## src/rtl/op_program_sequencer.sv

```systemverilog
`default_nettype none
// ============================================================================
// Module   : op_program_sequencer
// Brief    : Host-side program sequencer for the fsm_design datapath: loads
//            operands, issues program ops, drains to OUTPUT, gathers result.
// Revision : 1.0
// ============================================================================
module op_program_sequencer #(
    parameter int PROG_DEPTH = 16,
    parameter int N          = 64,
    parameter int N_WIDTH    = 4,
    parameter int DRAIN_MAX  = 8
) (
    input  logic                          clk,
    input  logic                          rst,
    input  logic                          prog_we,
    input  logic [$clog2(PROG_DEPTH)-1:0] prog_addr,
    input  logic [1:0]                    prog_data,
    input  logic [$clog2(PROG_DEPTH):0]   prog_len,
    input  logic                          go,
    input  logic                          opnd_valid,
    output logic                          opnd_ready,
    input  logic [N_WIDTH-1:0]            opnd_a,
    input  logic [N_WIDTH-1:0]            opnd_b,
    output logic                          busy,
    output logic                          result_valid,
    output logic [N-1:0]                  result,
    output logic                          err,
    output logic                          dp_start,
    output logic                          dp_input_enable,
    output logic [N_WIDTH-1:0]            dp_a,
    output logic [N_WIDTH-1:0]            dp_b,
    output logic [1:0]                    dp_op_val,
    input  logic [3:0]                    dp_state,
    input  logic                          dp_output_valid,
    input  logic [N_WIDTH-1:0]            dp_out
);

    localparam int c_AW    = $clog2(PROG_DEPTH);
    localparam int c_BEATS = N / N_WIDTH;
    localparam int c_BW    = $clog2(c_BEATS);
    localparam int c_DW    = $clog2(DRAIN_MAX + 1);

    localparam logic [c_BW-1:0] c_BEAT_LAST  = c_BW'(c_BEATS - 1);
    localparam logic [c_DW-1:0] c_DRAIN_LAST = c_DW'(DRAIN_MAX - 1);

    localparam logic [3:0] c_DP_S0     = 4'd0;
    localparam logic [3:0] c_DP_S4     = 4'd4;
    localparam logic [3:0] c_DP_IDLE   = 4'd8;
    localparam logic [3:0] c_DP_INPUT  = 4'd9;
    localparam logic [3:0] c_DP_OUTPUT = 4'd10;

    localparam logic [2:0] c_ST_IDLE  = 3'd0;
    localparam logic [2:0] c_ST_START = 3'd1;
    localparam logic [2:0] c_ST_LOAD  = 3'd2;
    localparam logic [2:0] c_ST_RUN   = 3'd3;
    localparam logic [2:0] c_ST_DRAIN = 3'd4;
    localparam logic [2:0] c_ST_DONE  = 3'd5;

    logic [2:0]        r_state;
    logic [2:0]        w_next_state;
    logic [1:0]        r_mem [PROG_DEPTH];
    logic [c_AW-1:0]   r_pc;
    logic [c_AW:0]     r_len;
    logic [c_BW-1:0]   r_beat;
    logic [c_DW-1:0]   r_drain;
    logic [N-1:0]      r_result;
    logic              r_err;

    assign busy         = (r_state != c_ST_IDLE);
    assign result_valid = (r_state == c_ST_DONE);
    assign result       = r_result;
    assign err          = r_err;

    always_comb begin
        w_next_state    = r_state;
        dp_start        = 1'b0;
        opnd_ready      = 1'b0;
        dp_input_enable = 1'b0;
        dp_op_val       = 2'd0;
        dp_a            = '0;
        dp_b            = '0;
        case (r_state)
            c_ST_IDLE: begin
                if (go) w_next_state = c_ST_START;
            end
            c_ST_START: begin
                dp_start     = 1'b1;
                w_next_state = (dp_state != c_DP_IDLE) ? c_ST_IDLE : c_ST_LOAD;
            end
            c_ST_LOAD: begin
                // Operands only reach the datapath while loading, so every port idles at 0 otherwise.
                opnd_ready      = (dp_state == c_DP_INPUT);
                dp_input_enable = opnd_valid & opnd_ready;
                dp_a            = opnd_a;
                dp_b            = opnd_b;
                if (dp_input_enable && (r_beat == c_BEAT_LAST))
                    w_next_state = (r_len == '0) ? c_ST_DRAIN : c_ST_RUN;
            end
            c_ST_RUN: begin
                dp_op_val = r_mem[r_pc];
                if ({1'b0, r_pc} == (r_len - 1'b1)) w_next_state = c_ST_DRAIN;
            end
            c_ST_DRAIN: begin
                if (dp_state == c_DP_S0)      dp_op_val = 2'd2;
                else if (dp_state == c_DP_S4) dp_op_val = 2'd1;
                if (dp_state != c_DP_OUTPUT) begin
                    if (r_drain == c_DRAIN_LAST) w_next_state = c_ST_IDLE;
                end else if (dp_output_valid && (r_beat == c_BEAT_LAST)) begin
                    w_next_state = c_ST_DONE;
                end
            end
            c_ST_DONE: begin
                w_next_state = c_ST_IDLE;
            end
            default: begin
                w_next_state = c_ST_IDLE;
            end
        endcase
    end

    always_ff @(posedge clk or negedge rst) begin
        if (!rst) begin
            r_state  <= c_ST_IDLE;
            r_pc     <= '0;
            r_len    <= '0;
            r_beat   <= '0;
            r_drain  <= '0;
            r_result <= '0;
            r_err    <= 1'b0;
            for (int i = 0; i < PROG_DEPTH; i++) r_mem[i] <= 2'd0;
        end else begin
            r_state <= w_next_state;
            case (r_state)
                c_ST_IDLE: begin
                    if (prog_we) r_mem[prog_addr] <= prog_data;
                    if (go) begin
                        r_len   <= prog_len;
                        r_err   <= 1'b0;
                        r_pc    <= '0;
                        r_beat  <= '0;
                        r_drain <= '0;
                    end
                end
                c_ST_START: begin
                    if (dp_state != c_DP_IDLE) r_err <= 1'b1;
                end
                c_ST_LOAD: begin
                    if (dp_input_enable)
                        r_beat <= (r_beat == c_BEAT_LAST) ? '0 : r_beat + 1'b1;
                end
                c_ST_RUN: begin
                    if (w_next_state == c_ST_RUN) r_pc <= r_pc + 1'b1;
                end
                c_ST_DRAIN: begin
                    // Only cycles spent outside OUTPUT count toward the drain timeout.
                    if (dp_state != c_DP_OUTPUT) begin
                        if (r_drain == c_DRAIN_LAST) r_err <= 1'b1;
                        else                         r_drain <= r_drain + 1'b1;
                    end else if (dp_output_valid) begin
                        r_result[r_beat*N_WIDTH +: N_WIDTH] <= dp_out;
                        if (r_beat != c_BEAT_LAST) r_beat <= r_beat + 1'b1;
                    end
                end
                default: begin
                end
            endcase
        end
    end

endmodule
`default_nettype wire

```

## config.mk

```make
export PLATFORM = sky130hd
export DESIGN_NAME = op_program_sequencer
export DESIGN_NICKNAME = d
export VERILOG_FILES = /design/src/rtl/op_program_sequencer.sv
export SDC_FILE = /design/constraint.sdc
export NUM_CORES = 1
export LEC_CHECK = 0
export BUFFER_PORTS_ARGS = -buffer_cell sky130_fd_sc_hd__buf_2
export CAP_MARGIN = 20
export CORE_UTILIZATION = 56
export DETAILED_ROUTE_END_ITERATION = 16
export PLACE_DENSITY_LB_ADDON = 0.15
export SLEW_MARGIN = 30
export SYNTH_ARGS = -nofsm -noshare
export SYNTH_HDL_FRONTEND = slang
export SYNTH_SLANG_ARGS = --single-unit
```

## constraint.sdc

```tcl
create_clock -name clk -period 3.75 [get_ports clk]
set_clock_uncertainty 0.15 [all_clocks]
set_input_delay 0 -clock clk [delete_from_list [all_inputs] [get_ports clk]]
set_output_delay 0 -clock clk [all_outputs]
set_load 0.01 [all_outputs]
```

## Yosys cells after proc, flatten, opt, wreduce, memory -nomap -nowiden

Index checks and enable logic that the tools add are counted.

| word-level totals | value |
|---|---|
| bits in registers | 117 |
| input port bits | 33 |
| output and inout port bits | 80 |
| logic and storage cells | 120 |

| operators by class | value |
|---|---|
| add/sub/neg operators | 5 |
| magnitude comparators | 3 |
| equal/unequal tests | 24 |
| shifts and indexed selects | 2 |
| multiplexer cells | 41 |
| bitwise gates (word level) | 4 |
| reduce and logical (&&, ||, !) cells | 18 |

Operators by type and width:

| cell | count |
|---|---|
| $bwmux W64 | 1 |
| $shift A4 B34 Y64 const A | 1 |
| $shiftx A4 B34 Y64 | 1 |
| $mux W4 | 11 |
| $neg A6 Y34 | 1 |
| $bwmux W32 | 1 |
| $mux W3 | 7 |
| $ne A2 B2 Y1 const B | 10 |
| $pmux W4 S2 | 2 |
| $pmux W3 S5 | 1 |
| $add A4 B1 Y4 const B | 3 |
| $ne A4 B4 Y1 const B | 3 |
| $pmux W4 S3 | 1 |
| $ge A5 B5 Y1 const B | 2 |
| $mux W2 | 5 |
| $not A4 Y5 | 2 |
| $eq A3 B2 Y1 const B | 3 |
| $reduce_bool A3 Y1 | 3 |
| $bmux W2 S4 | 1 |
| $demux W2 S4 | 1 |
| $eq A4 B3 Y1 const B | 2 |
| $eq A4 B4 Y1 const B | 2 |
| $mux W1 | 8 |
| $eq A3 B3 Y1 const B | 2 |
| other kinds (18) | 23 |

## Depth between registers and ports, before layout

Gate-level depths: netlist of the first run.

| logic depth | value |
|---|---|
| depth after elaboration | 8 |
| mapped depth | 10 |
| mapped depth without buffers | 8 |

## Least setup slack after synthesis of the first run

No wires, ideal clock.

| timing path | value |
|---|---|
| path kind | register to register |
| start | register r_beat[0] |
| end | register r_result[40] (netlist: result[40]) |
| library setup time | 0.125 ns |
| data arrival time | 2.328 ns |
| data required time | 3.475 ns |
| path slack | 1.148 ns |
| cell stages (with the launch flop) | 8 |
| path buffers | 2 |
| clock period less this slack | 2.602 ns |
| cells stage by stage | dfrtp_1 clkbuf_1 inv_1 ha_1 clkbuf_1 nand2_1 nor3_2 mux2_2 |

| on the way | value |
|---|---|
| longest elaborated chain between the ends | 3 |
| elaborated cells on any way between the ends | 4 |
| classes of those cells | add/sub: 1; shift: 2; mux: 1 |

Ends and longest elaborated chain:

| element | line | source |
|---|---|---|
| start: declaration | 65 | `logic [c_BW-1:0] r_beat;` |
| start signal: assignment | 150 | `r_beat <= (r_beat == c_BEAT_LAST) ? '0 : r_beat + 1'b1;` |
| start signal: assignment | 162 | `if (r_beat != c_BEAT_LAST) r_beat <= r_beat + 1'b1;` |
| $neg A6 Y34 * | 161 | `r_result[r_beat*N_WIDTH +: N_WIDTH] <= dp_out;` |
| $shiftx A4 B34 Y64 or $shift A4 B34 Y64 (tied branches) | 161 |  |
| $bwmux W64 * | 161 |  |
| end signal: indexed assignment | 161 |  |
| end: declaration | 67 | `logic [N-1:0] r_result;` |

Mark *: on every way between the ends. The rest lies on a longest branch, timed or not.
A chain may end at the register's enable or synchronous reset.

## Worst setup path after layout of the first run

| timing path | value |
|---|---|
| start | register r_state[0] |
| end | register r_mem[31] (netlist name) |

| on the way | value |
|---|---|
| longest elaborated chain between the ends | 2 |

Ends and longest elaborated chain:

| element | line | source |
|---|---|---|
| start: declaration | 60 | `logic [2:0] r_state;` |
| start signal: assignment | 124 | `r_state <= c_ST_IDLE;` |
| start signal: assignment | 133 | `r_state <= w_next_state;` |
| $logic_not A3 Y1 | 134 | `case (r_state)` |
| $reduce_and A2 Y1 (no line) | - |  |
| end signal: indexed assignment | 136 | `if (prog_we) r_mem[prog_addr] <= prog_data;` |
| end: declaration | 62 | `logic [1:0] r_mem [PROG_DEPTH];` |

Every way passes these cells.

==> results.toml, run 1 <==
[status]
status = "complete, no violations"

[synth]
yosysWarnings = 0
synth_area_sq_mm = 0.00591
ys_types = 58
synth_seq_cells = 117
syn-mean-instance-area_sq_um = 12.2
synthArstFlopShare_pct = 100
syn_nets = 522
synth-seq-area-share_pct = 49.5
synthCells = 483
synth_enable_flop_cells = 0
synth_ff_type = "dfrtp_1"

[placed_design]
hpwl_microns = 9630
routabilityCongestion = 0.894
placed_cell_area_sq_mm = 0.00660
io_buffers = 112
place_ws_ns = 0.752

[critical_path]
critPathRequiredTime_ns = 3.99
end_kind = "register"
crit_type = "register to register"
start_kind = "register"
r2r_slack_ns = 0.14
worstPathArrival_ns = 3.85
cp_max_fo = 13

[die]
initial_core_util_pct = 57.5
fp.dieH_microns = 105
core-area_sq_mm = 0.0103
rows = 37
die_w_microns = 105
io_pins = 113
die-area_sq_mm = 0.0110

[route]
drt-total-wl_microns = 14200
vias = 4478
drc = 0
post_drt_wl_per_cell_microns = 18.1
drtAntennaViolNets = 0
post_drt_via_cell_ratio = 5.70
drtIter0Drc = 226
dr.pass1.iters = 6

[hold_path]
hold_path_class = "input port to register"

[clocking]
cts_buffers = 17
cts_root_buf = "clkbuf_8"
clock-sinks = 117
clock_latency_ns = 0.52
clockBufferDepth = 2
htree_levels = 4
cts_tree = "done"
cts_setup_buffers = 0
path_clk_slew_ns = 0.06

[grt]
met1_usage_pct = 35.7
met2_usage_pct = 43.1
grt_max_degree = 48
use_met3_pct = 6.49
grt_first_pass_wirelength_microns = 23100
grt_pass1_vias = 4665
antenna_found_initial = 0
busiest_layer = "met2"
track_usage_pct = 27.2
grt_overflow = 0

[timing]
relSlewSlack_pct = 39.5
maxSlewViolCount = 0
worst_pin_slew_ns = 0.905
grt_setup_unrepaired = "false"
min_period_ns = 3.61
min_period_over_period_pct = 96.2
setup_viol_count_final = 0
holdWs_ns = 0.127
fin_ws_ns = 0.142
clock.fmax_ghz = 0.277
finalHoldViolCount = 0
finalSetupTns_ns = 0

[cells_and_area]
layout_commonest_cell = "dfrtp_1"
layout_common_cells = "117 x dfrtp_1, 111 x buf_2, 89 x mux2_2, 39 x nand2_1, 39 x dlygate4sd3_1"
antenna_cells = 0
nNetsFinal = 676
syn_to_final_growth_pct = 29.0
final_area_sq_mm = 0.00763
drive_gt1_share_pct = 41.9

[power]
power.leakage_nw = 3.75
p_int_mw = 3.19
power_density_mw_per_mm2 = 595
total_power_mw = 4.54
vdd_drop_max_mv = 0.331
clockPowerShare_pct = 37.4
comb_power_share_pct = 25.4
netSwitchingPower_mw = 1.35
sw_frac_of_total_pct = 29.7
pwr-share-seq_pct = 37.3

[run]
drv_cap = 0
-- state kept, by name, summed over array words and instances (netlist names) --
signal	flops
r_beat	4
r_mem	32
r_state	3
r_drain	4
err	1
result	64
r_pc	4
r_len	5
-- worst max-delay path, cell delays in order (launching register included) --
cell and delay (ns):
dfrtp_1 0.54, or4b_1 0.74, or3_4 0.41, nor3_2 0.13, dlygate4sd3_1 0.60, mux2_2 0.34, dlygate4sd3_1 0.57
-- metal layers --
layer	share of wire, %	wire length [microns]
met5	0	0
met4	1.9	275
met3	6.2	878
met2	48	6880
met1	43	6190
-- repair_timing --
action	CTS	global route
setup endpoints to repair	0	0
resized for setup	0	0
hold endpoints to repair	212	0
hold buffers	40	0
-- area by class of cell --
class                   instances  area (sq um)
multi-input cells             325          2830
flip-flops and latches        117          2930
well taps                     136           170
fillers                       709          2650
clock inverters                 9           149
clock buffers                  22           473
inverters                      18          67.6
repair buffers                158          1020
-- power by group through the flow --
stage,Sequential [mW],Clock (mW),Combinational (mW)
4_1_cts,1.69,1.71,1.14
3_3_place_gp,1.69,0,0.998
5_1_grt,1.72,1.77,1.25
2_1_floorplan,1.60,0,0.840
3_5_place_dp,1.70,0,1.04
6_report,1.69,1.70,1.15
-- through the flow --
step                utilization, %  instances
floorplan                        -        483
detailed placement            64.2        714
global route                  74.3        785
finish                        74.3        785
global placement              64.2        714
CTS                           74.3        785
-- final timing paths --
check                        endpoint       start  cells after the start
max                         r_mem[31]  r_state[0]                      6
min                         r_mem[17]     prog_we                      4
max reg2reg                 r_mem[31]  r_state[0]                      6
min reg2reg                result[62]  result[62]                      1
max in group asynchronous  result[59]         rst                      4
min in group asynchronous    r_len[1]         rst                      4
-- cell usage after synthesis, types with 6 or more instances --
cell type	instances	share of area, %
dfrtp_1	117	50
inv_1	18	1.1
nor3_2	9	1.5
mux4_2	8	3.0
nor2_1	9	0.57
nand3_1	9	0.76
mux2_2	89	17
o21ai_0	9	0.76
nor3b_1	6	0.76
ha_1	6	1.3
nand2_1	39	2.5
and2_1	23	2.4
nor2b_1	14	1.5
clkbuf_1	18	1.1
or4_1	6	0.76
nor3_1	6	0.51
mux2i_1	13	2.2
-- cell families after synthesis --
logic type      count (synthesis)  share of synthesized area (%)
fa+ha+maj                       6                           1.27
flops                         117                           49.5
simple gates                  162                           17.9
mux                           114                           23.1
buf+inv                        41                           2.71
compound gates                 35                           4.32
xor+xnor                        8                           1.18
No activity file was read; power rests on OpenSTA's default activity.
==> inputs of run 2 (changes only) <==
--- a/config.mk
+++ b/config.mk
@@ -7,9 +7,10 @@
 export LEC_CHECK = 0
 export BUFFER_PORTS_ARGS = -buffer_cell sky130_fd_sc_hd__buf_2
 export CAP_MARGIN = 20
-export CORE_UTILIZATION = 56
+export CORE_UTILIZATION = 28
 export DETAILED_ROUTE_END_ITERATION = 16
 export PLACE_DENSITY_LB_ADDON = 0.15
+export SETUP_SLACK_MARGIN = 0.2
 export SLEW_MARGIN = 30
 export SYNTH_ARGS = -nofsm -noshare
 export SYNTH_HDL_FRONTEND = slang
==> results.toml, run 2 (synthesis results as in run 1) <==
[cells_and_area]
drive_gt1_share_pct = 43.1
syn_to_final_growth_pct = 29.4
layout_commonest_cell = "dfrtp_1"
largest_reg_flops = 64
nNetsFinal = 668
layout_common_cells = "117 x dfrtp_1, 111 x buf_2, 89 x mux2_2, 39 x nand2_1, 30 x dlygate4sd3_1"
antenna_cells = 0

[grt]
antenna_found_initial = 0
track_usage_pct = 14.9
grt_first_pass_wirelength_microns = 24800
grt_overflow = 0
grt_pass1_vias = 4579
grt_max_degree = 118

[clocking]
cts_root_buf = "clkbuf_16"
clock_latency_ns = 0.41
cts_tree = "done"
cts_buffers = 17
path_clk_slew_ns = 0.05
clockBufferDepth = 2
clock-sinks = 117
htree_levels = 4

[critical_path]
worstPathArrival_ns = 3.56
end_kind = "register"
start_kind = "register"
crit_slowest_cell = "dlygate4sd3_1"
cpPeakStageDelay_ns = 0.60
cpMostUsedCell = "dlygate4sd3_1"
cp_cell_sequence = "buf_4 > or4b_4 > or3_4 > nor3_2 > dlygate4sd3_1 > mux2_2 > dlygate4sd3_1"
critPathRequiredTime_ns = 3.90
crit_type = "register to register"
cp_max_fo = 10
crit_family = "buffers and inverters"
path_buf_inv = 3

[die]
initial_core_util_pct = 28.9
die-area_sq_mm = 0.0217
fp.dieH_microns = 147
io_pins = 113
rows = 52
core-area_sq_mm = 0.0205
die_w_microns = 147

[placed_design]
routabilityCongestion = 0.816
hpwl_microns = 10700
io_buffers = 112

[timing]
maxSlewViolCount = 0
relSlewSlack_pct = 32.3
grt_setup_unrepaired = "false"
min_period_over_period_pct = 90.9
clock.fmax_ghz = 0.293
worst_pin_slew_ns = 1.01
finalSetupTns_ns = 0
setup_viol_count_final = 0
finalHoldViolCount = 0
holdWs_ns = 0.0276
min_period_ns = 3.41

[power]
vdd_drop_max_mv = 0.307
power.leakage_nw = 3.70
power_density_mw_per_mm2 = 562

[route]
dr_wl_met3_microns = 652
dr.max_layer_used = "met4"
dr.pass1.iters = 6
drc = 0
post_drt_via_cell_ratio = 4.74
wl_met1_microns = 6890
drt-total-wl_microns = 15000
drtIter0Drc = 137
wl_met2_microns = 7260
vias = 4326
drtAntennaViolNets = 0
post_drt_wl_per_cell_microns = 16.5

[run]
drv_cap = 0

[hold_path]
hold_path_class = "input port to register"

[status]
status = "complete, no violations"
==> run 2: changes by cell type in the layout (fill, tap and decap cells not counted), moves of 2 or more <==
cell,before,now
clkbuf_8,5,3
clkinvlp_4,0,2
clkinv_4,1,3
dlygate4sd3_1,39,30
bufinv_16,4,0
clkinv_2,4,6
==> run 2: area by class of cell <==
class	instances	area (sq um)
inverter	18	67.6
fill	2045	12800
sequential	117	2930
clock inverter	12	80.1
multi-input combinational	325	2840
timing repair buffer	150	936
clock buffer	20	467
tap	270	338
==> run 2: what timing repair did <==
item,CTS,global route
resized for setup,0,2
hold endpoints to repair,177,0
setup buffers,0,0
hold buffers,30,0
endpoints found under the setup margin,0,2
==> run 2: path summary, 6_finish.rpt <==
| kind | startpoint | endpoint | slack [ns] | depth (start not counted) |
|---|---|---|---|---|
| max | r_state[1] | r_mem[31] | 0.34 | 7 |
| min | go | r_len[2] | 0.03 | 5 |
| max reg2reg | r_state[1] | r_mem[31] | 0.34 | 7 |
| min reg2reg | result[62] | result[62] | 0.34 | 1 |
| max in group asynchronous | rst | r_mem[29] | 2.91 | 3 |
| min in group asynchronous | rst | result[31] | 0.07 | 3 |
==> run 2: report_power, final <==
group,switching [mW],total [mW],internal [mW]
combinational,0.600,1.17,0.566
clock,0.592,1.48,0.892
sequential,0.171,1.65,1.48
==> run 2: through the flow <==
stage	power (mW)	instances	util, %	area, sq um	worst slack [ns]
6_report	4.30	912	37.3	7650	0.341
5_1_grt	4.56	912	37.3	7650	0.259
4_1_cts	4.35	912	37.3	7640	0.243
3_5_place_dp	2.77	850	33.2	6800	0.666
3_3_place_gp	2.76	850	33.2	6800	0.805
2_1_floorplan	2.44	483	-	5910	1.15
==> run 2: tightest hold or removal path, stage by stage <==
cell and delay (ns):
buf_2 0.10, nor4b_2 0.15, buf_4 0.18, nand2_1 0.07
nand2_1 0.04
==> run 2: metal layers <==
layer / track usage, % / vias to the layer above
met5: 0 / -
met4: 6.19 / 0
met3: 3.66 / 16
met2: 24.0 / 110
met1: 18.9 / 2167
li1: - / 2033
==> inputs of run 3 (changes only) <==
--- a/config.mk
+++ b/config.mk
@@ -5,6 +5,7 @@
 export SDC_FILE = /design/constraint.sdc
 export NUM_CORES = 1
 export LEC_CHECK = 0
+export ABC_AREA = 1
 export BUFFER_PORTS_ARGS = -buffer_cell sky130_fd_sc_hd__buf_2
 export CAP_MARGIN = 20
 export CORE_UTILIZATION = 28
==> results.toml, run 3 <==
[cells_and_area]
largest_reg_flops = 64
antenna_cells = 0
syn_to_final_growth_pct = 31.8
layout_common_cells = "234 x nand2_1, 117 x dfrtp_1, 111 x buf_2, 75 x inv_1, 74 x nor2_1"
fin_util_pct = 38.2
layout_commonest_cell = "nand2_1"
nFillCells = 2177
drive_gt1_share_pct = 19.7
nNetsFinal = 963

[synth]
synthArstFlopShare_pct = 100
synth_area_leader_cell = "dfrtp_1"
yosysWarnings = 0
synthCells = 766
yosysMostFrequentCell = "nand2_1"
synth_area_sq_mm = 0.00596
syn-mean-instance-area_sq_um = 7.78
netlist.area_leader.share_pct = 49.1
syn_nets = 805
synth_seq_cells = 117
synth_enable_flop_cells = 0
ys_top_cells_by_area = "dfrtp_1 49%, nand2_1 15%, inv_1 4.7%"
yosys-top-cells-count = "234 x nand2_1, 117 x dfrtp_1, 75 x inv_1, 74 x nor2_1, 51 x o21ai_0"
synth-seq-area-share_pct = 49.1
synth_ff_type = "dfrtp_1"
ys_types = 31

[route]
drc = 0
drtAntennaViolNets = 0
drtIter0Drc = 288
vias = 5483
drt-total-wl_microns = 16800
post_drt_via_cell_ratio = 4.54
dr.pass1.iters = 7
post_drt_wl_per_cell_microns = 14.0

[hold_path]
hp-start = "dp_state[3]"
min_path_cells = 6
hold_path_class = "input port to register"
hold_path_end = "err"

[power]
power.leakage_nw = 3.97
power_density_mw_per_mm2 = 584
total_power_mw = 4.58
vdd_drop_max_mv = 0.325

[timing]
relSlewSlack_pct = 48.9
finalSetupTns_ns = 0
min_period_ns = 2.96
grt_setup_unrepaired = "false"
maxSlewViolCount = 0
setup_viol_count_final = 0
min_period_over_period_pct = 78.9
finalHoldViolCount = 0
clock.fmax_ghz = 0.338
worst_pin_slew_ns = 0.766

[run]
drv_cap = 0

[critical_path]
reg2reg_to = "r_mem[1]"
end_kind = "register"
path_buf_inv = 4
cp_cell_sequence = "inv_1 > nand2_2 > nor2_1 > inv_2 > nor2_2 > nand3_1 > nor2_1 > dlygate4sd3_1 > nand2_1 > o21ai_0 > dlygate4sd3_1"
cp_max_fo = 6
worstPathArrival_ns = 3.16
cpPeakStageDelay_ns = 0.61
critPathRequiredTime_ns = 3.95
r2r-start = "r_state[0]"
r2r_cells = 11
crit_slowest_cell = "dlygate4sd3_1"
crit_family = "buffers and inverters"
start_kind = "register"
crit_type = "register to register"
r2r_slack_ns = 0.79

[clocking]
clock-sinks = 117
clockBufferDepth = 2
cts_setup_buffers = 0
path_clk_slew_ns = 0.06
cts_hold_buffers = 43
clock_latency_ns = 0.42
htree_levels = 4
cts_tree = "done"
cts_buffers = 17
cts_resized = 0
cts_root_buf = "clkbuf_16"

[placed_design]
hpwl_microns = 12200
io_buffers = 112
routabilityCongestion = 0.791

[grt]
grt_overflow = 0
antenna_found_initial = 0
grt_pass1_vias = 5219
grt_first_pass_wirelength_microns = 27700
track_usage_pct = 16.3
grt_max_degree = 58

[die]
io_pins = 113
fp.dieH_microns = 148
die-area_sq_mm = 0.0219
die_w_microns = 148
rows = 52
initial_core_util_pct = 29.0
core-area_sq_mm = 0.0206

[status]
status = "complete, no violations"
-- run 3: worst min-delay path: cells and delay by family --
kind / cells / cell delay, ns
simple gates: 3 / 0.31
compound gates: 1 / 0.06
buf+inv: 2 / 0.18
-- run 3: worst max-delay path by stage --
stage	start	slack (ns)	to	depth (start not counted)
final	r_state[0]	0.79	r_mem[1]	11
after global routing	r_state[0]	0.57	r_mem[25]	11
after CTS	r_state[0]	0.78	r_mem[1]	11
after detailed placement	r_beat[0]	1.11	result[29]	8
after global placement	r_beat[2]	1.19	result[31]	8
after floorplan	r_beat[0]	1.37	result[44]	10
-- run 3: through the flow --
stage                     instance area (sq um)  setup slack [ns]  instances  hold slack [ns]
after global routing                       7850             0.572       1207           0.0630
final                                      7850             0.790       1207           0.0159
after floorplan                            5960              1.37        766           -0.446
after detailed placement                   6800              1.11       1132          -0.0181
after global placement                     6800              1.19       1132          -0.0198
after CTS                                  7850             0.778       1207          0.00102
-- run 3: area by class of cell --
class                      count  area, sq um  area share (%)
multi-input combinational    544         2610            33.3
sequential                   117         2930            37.3
clock inverter                15          191            2.44
tap                          270          338            4.30
clock buffer                  17          425            5.42
inverter                      82          308            3.92
timing repair buffer         162         1050            13.3
-- run 3: cell families (layout without fill, tap and decap cells) --
logic type | after synthesis | after routing | share of synthesized area, %
buffers and inverters | 105 | 276 | 6.97
adders and majority gates | 6 | 6 | 1.26
xor gates and xnor gates | 5 | 5 | 1.05
AOI/OAI and AO/OA | 110 | 110 | 10.0
and+or+nand+nor | 423 | 423 | 31.5
DFF | 117 | 117 | 49.1
-- run 3: power by group --
group          leakage [nW]  switching [mW]  total [mW]  internal (mW)
clock network         0.298           0.659        1.72           1.06
registers              1.54           0.134        1.62           1.49
logic                  2.13           0.794        1.24          0.446
-- run 3: metal layers --
metal	vias up	global-route usage (%)	share of wire, %
met3	13	3.67	4.3
li1	2822	-	-
met5	-	0	0
met4	0	4.79	0.76
met1	2550	21.6	48
met2	98	26.3	47
